==> src/rtl/riscv_muldiv_issue.sv <==
// Issue/scoreboard controller between decode and the mul/div unit: blocks RAW/WAW
// hazards on in-flight destinations, retires writebacks and flags protocol/timeout faults.
module riscv_muldiv_issue #(
  parameter int MAX_OUTSTANDING = 2,
  parameter int TIMEOUT         = 64
) (
  input  logic        clk_i,
  input  logic        rst_ni,
  input  logic        dec_valid_i,
  input  logic        dec_muldiv_i,
  input  logic [4:0]  dec_rd_idx_i,
  input  logic [4:0]  dec_ra_idx_i,
  input  logic [4:0]  dec_rb_idx_i,
  input  logic [31:0] dec_ra_operand_i,
  input  logic [31:0] dec_rb_operand_i,
  output logic        dec_accept_o,
  output logic        unit_valid_o,
  output logic [4:0]  unit_rd_idx_o,
  output logic [31:0] unit_ra_operand_o,
  output logic [31:0] unit_rb_operand_o,
  input  logic        unit_stall_i,
  input  logic [4:0]  unit_wb_idx_i,
  input  logic [31:0] unit_wb_value_i,
  output logic        rf_wr_en_o,
  output logic [4:0]  rf_wr_idx_o,
  output logic [31:0] rf_wr_value_o,
  output logic [31:0] pending_o,
  output logic        busy_o,
  output logic        proto_err_o,
  output logic        timeout_o,
  input  logic        err_clr_i
);

  localparam int WD_W = $clog2(TIMEOUT + 1);
  localparam logic [1:0]      CNT_MAX = 2'(MAX_OUTSTANDING);
  localparam logic [WD_W-1:0] WD_MAX  = WD_W'(TIMEOUT);

  logic [31:0]     pending_q;
  logic [1:0]      count_q;
  logic [WD_W-1:0] wd_q;

  logic haz, full, req, issue, track;
  logic wb_vld_p0, wb_err_p0, wd_run, wd_expire;
  logic [31:0] set_mask, clr_mask;

  // Hazards are checked against the registered scoreboard only; no same-cycle bypass.
  always_comb begin
    haz = ((dec_ra_idx_i != 5'd0) && pending_q[dec_ra_idx_i])
       || ((dec_rb_idx_i != 5'd0) && pending_q[dec_rb_idx_i])
       || ((dec_rd_idx_i != 5'd0) && pending_q[dec_rd_idx_i]);
    full  = (count_q == CNT_MAX) && (dec_rd_idx_i != 5'd0);
    req   = dec_valid_i && dec_muldiv_i && !haz && !full;
    issue = req && !unit_stall_i;
    track = issue && (dec_rd_idx_i != 5'd0);

    wb_vld_p0 = (unit_wb_idx_i != 5'd0) && pending_q[unit_wb_idx_i];
    wb_err_p0 = (unit_wb_idx_i != 5'd0) && !pending_q[unit_wb_idx_i];

    set_mask = track     ? (32'd1 << dec_rd_idx_i)  : 32'd0;
    clr_mask = wb_vld_p0 ? (32'd1 << unit_wb_idx_i) : 32'd0;

    wd_run    = (count_q != 2'd0) && !wb_vld_p0;
    wd_expire = wd_run && (wd_q == WD_MAX - 1'b1);
  end

  assign unit_valid_o      = req;
  assign dec_accept_o      = issue || (dec_valid_i && !dec_muldiv_i);
  assign unit_rd_idx_o     = dec_rd_idx_i;
  assign unit_ra_operand_o = dec_ra_operand_i;
  assign unit_rb_operand_o = dec_rb_operand_i;
  assign pending_o         = pending_q;
  assign busy_o            = (count_q != 2'd0);

  always_ff @(posedge clk_i or negedge rst_ni) begin
    if (!rst_ni) begin
      pending_q <= 32'd0;
      count_q   <= 2'd0;
      wd_q      <= '0;
    end else begin
      pending_q <= (pending_q | set_mask) & ~clr_mask;
      count_q   <= count_q + {1'b0, track} - {1'b0, wb_vld_p0};
      if (!wd_run)
        wd_q <= '0;
      else if (wd_q != WD_MAX)
        wd_q <= wd_q + 1'b1;
    end
  end

  // Writeback stage boundary: register-file write lands one cycle after the unit's writeback.
  always_ff @(posedge clk_i or negedge rst_ni) begin
    if (!rst_ni) begin
      rf_wr_en_o    <= 1'b0;
      rf_wr_idx_o   <= 5'd0;
      rf_wr_value_o <= 32'd0;
    end else begin
      rf_wr_en_o <= wb_vld_p0;
      if (wb_vld_p0) begin
        rf_wr_idx_o   <= unit_wb_idx_i;
        rf_wr_value_o <= unit_wb_value_i;
      end
    end
  end

  // Sticky flags: a same-cycle set event takes priority over err_clr_i.
  always_ff @(posedge clk_i or negedge rst_ni) begin
    if (!rst_ni) begin
      proto_err_o <= 1'b0;
      timeout_o   <= 1'b0;
    end else begin
      if (wb_err_p0)      proto_err_o <= 1'b1;
      else if (err_clr_i) proto_err_o <= 1'b0;
      if (wd_expire)      timeout_o   <= 1'b1;
      else if (err_clr_i) timeout_o   <= 1'b0;
    end
  end

endmodule

==> config.mk <==
export PLATFORM = sky130hd
export DESIGN_NAME = riscv_muldiv_issue
export DESIGN_NICKNAME = d
export VERILOG_FILES = /design/src/rtl/riscv_muldiv_issue.sv
export SDC_FILE = /design/constraint.sdc
export NUM_CORES = 1
export LEC_CHECK = 0
export CAP_MARGIN = 20
export CORE_MARGIN = 3
export CORE_UTILIZATION = 44
export DETAILED_ROUTE_END_ITERATION = 16
export PLACE_DENSITY = 0.88
export SYNTH_ARGS = -nofsm -noshare
export SYNTH_HDL_FRONTEND = slang
export SYNTH_SLANG_ARGS = --single-unit
export TNS_END_PERCENT = 1
==> constraint.sdc <==
create_clock -name clk_i -period 8.4 [get_ports clk_i]
set_clock_uncertainty 0.15 [all_clocks]
set_input_delay 1.68 -clock clk_i [delete_from_list [all_inputs] [get_ports clk_i]]
set_output_delay 1.68 -clock clk_i [all_outputs]
set_load 0.01 [all_outputs]
==> impl_metrics.yaml <==
synth:
  synth_area_leaders: "dfrtp_1, buf_4, mux4_2, mux2_2, o21ai_0"
  synthCells: 475
  seq_area_frac_synth_pct: 39.2
  ys_types: 58
  yosysMostFrequentCell: "dfrtp_1"
  synth_seq_cells: 81
  ys_warn_count: 0
  ys.flop_type: "dfrtp_1"
  yosys.area.top_type: "dfrtp_1"
  syn_area_um2: 5170
  yosysTopAreaCellShare_pct: 39.2
  synth_edf_count: 0
  ys_top_cells_by_count: "dfrtp_1, buf_4, mux2_2"
  synthArstFlopShare_pct: 100
  syn_avg_cell_area_um2: 10.9
  synthesis.nets: 601
sta:
  timing.fmax_mhz: 146
  maxSlewHeadroom_pct: 36.6
  hold_viol_final: 0
  rsz0062_at_grt: "no"
  tightest_slew_ns: 0.948
  min_period_over_period_pct: 81.5
  fin_tns_setup_ns: 0
  setup_viol: 0
  layout_min_cycle_time_ns: 6.85
  slew_viol_final: 0
layout:
  area_growth_pct: 23.7
  drive_gt1_share_pct: 17.8
  fin_util_pct: 57.2
  nets: 656
  multi_input_area_um2: 2440
  n_antenna_cell: 0
  regArea_um2: 2030
  fillers: 897
setup_path:
  r2r-start: "pending_o[8]$_DFF_PN0_"
  ff2ff_path_depth: 11
  worstReg2RegEnd: "count_q[1]$_DFF_PN0_"
  cp_max_fo: 23
  required_ns: 6.57
  critPathLaunchType: "input port"
  end_kind: "primary output"
  critPathArrivalTime_ns: 5.02
  critPathKind: "in2out"
  regToRegSetupSlack_ns: 5.00
clock_tree:
  htree_levels: 3
  path_clk_slew_ns: 0.06
  clock-root-buffer: "clkbuf_16"
  cts_buffer_depth: 2
  cts_resized: 0
  hold_buffers: 0
  clk_latency_ns: 0.34
  cts_buffers: 9
  cts_tree: "done"
  postCtsSetupBuffers: 0
  cts.sinks: 81
routing:
  route.detailed.drc: 0
  dr.pass1.iters: 5
  via_count: 4204
  via_per_inst: 6.23
  wl_per_cell_um: 22.0
  ant_nets: 0
  drt_iter0_drc: 394
  finalWirelength_um: 14900
die:
  start_util_pct: 46.3
  num_rows: 38
  die_x_um: 114
  die_h_um: 114
  io_pins: 266
  core_um2: 11200
  die_area_um2: 13100
placed_design:
  port_buffers: 137
  dp_hpwl_um: 10900
  gp_congestion: 0.930
power_and_ir_drop:
  leakage_nw: 2.55
  power_density_nw_per_um2: 220
  vdd_drop_max_mv: 0.124
hold_path:
  min_path_cells: 0
  hold_path.class: "reg2reg"
  hp-start: "pending_o[0]$_DFF_PN0_"
  whs_endpoint: "pending_o[0]$_DFF_PN0_"
grt:
  antenna_found_initial: 0
  grt_pass1_wl_um: 23600
  grt_overflow: 0
  grt_max_degree: 82
  grt_pass1_vias: 4296
  grt_use_total_pct: 23.0
outcome:
  status: "finished, final reports clean"
job:
  drv_cap: 0
-- cell families (layout without fill, tap and decap cells) --
| family | Yosys count | in the layout | share of synthesized area, % |
|---|---|---|---|
| AND/OR/NAND/NOR | 114 | 114 | 12.7 |
| AO/OA/AOI/OAI | 81 | 81 | 10.6 |
| buffers and inverters | 111 | 171 | 13.6 |
| XOR/XNOR | 7 | 7 | 1.19 |
| multiplexers | 77 | 77 | 21.7 |
| flip-flops | 81 | 81 | 39.2 |
| adder cells (fa/ha/maj) | 4 | 4 | 0.968 |
-- power by group --
| group | internal (mW) | switching [mW] |
|---|---|---|
| combinational | 0.278 | 0.195 |
| clock | 0.211 | 0.166 |
| sequential | 0.480 | 0.0765 |
-- worst max-delay path: stages --
cell             delay, ns
clkdlybuf4s50_1       1.10
mux4_2                0.59
o211ai_1              0.16
nor2_1                0.10
nor4_4                0.33
nand3_1               0.18
o32ai_1               0.29
clkdlybuf4s50_1       0.58
-- layer usage --
| metal | GRT usage [%] | part of all wire [%] |
|---|---|---|
| met1 | 29.4 | 37 |
| met2 | 37.3 | 50 |
| met3 | 5.92 | 9.0 |
| met4 | 9.42 | 3.8 |
| met5 | 0 | 0 |
-- layout make-up --
class,count,share of cell area [%]
Clock buffer,10,3.74
Timing Repair Buffer,139,22.0
Inverter,16,0.940
Clock inverter,6,0.764
Sequential cell,81,31.7
Multi-Input combinational cell,283,38.1
Tap cell,140,2.74
-- cells in the final DEF, fill, tap and decap left out, types with 4 or more instances in the layout --
cell and instances:
nor2b_1 10, nand3b_1 4, mux2_2 41, a21oi_1 7
inv_1 15, o31ai_1 10, nor4_1 10, clkdlybuf4s50_1 136
xnor2_1 4, dfrtp_1 81, clkbuf_16 9, o22a_1 6
ha_1 4, a211oi_1 4, nand3_1 10, nand2b_1 4
o21ai_0 30, mux4_2 24, mux2i_1 12, nor2_1 20
o211ai_1 4, nor3_1 10, nand2_1 18
-- stage by stage --
stage | setup WS, ns | total power [mW] | area (µm²) | cells | hold WS [ns]
floorplan | 3.07 | 0.801 | 5170 | 475 | 0.317
global placement | 1.59 | 1.02 | 6080 | 658 | 0.240
detailed placement | 1.56 | 1.03 | 6080 | 658 | 0.246
CTS | 1.56 | 1.41 | 6360 | 674 | 0.270
global route | 1.33 | 1.48 | 6390 | 675 | 0.291
finish | 1.55 | 1.41 | 6390 | 675 | 0.263
-- worst max-delay path by stage --
stage | start | to | slack, ns | cells past startpoint
3_3_place_gp | dec_rd_idx_i[1] | dec_accept_o | 1.59 | 8
4_1_cts | dec_rd_idx_i[1] | dec_accept_o | 1.56 | 8
3_5_place_dp | dec_rd_idx_i[1] | dec_accept_o | 1.56 | 8
6_report | dec_rd_idx_i[1] | dec_accept_o | 1.55 | 8
5_1_grt | dec_rd_idx_i[1] | dec_accept_o | 1.33 | 8
2_1_floorplan | dec_rd_idx_i[0] | dec_accept_o | 3.07 | 6
-- registers in the layout, indices dropped and copies added (netlist names) --
| register | cells |
|---|---|
| rf_wr_en_o | 1 |
| count_q | 2 |
| proto_err_o | 1 |
| pending_o | 32 |
| wd_q | 7 |
| rf_wr_value_o | 32 |
| timeout_o | 1 |
| rf_wr_idx_o | 5 |
Note: power is estimated with default switching activity, not from simulation.
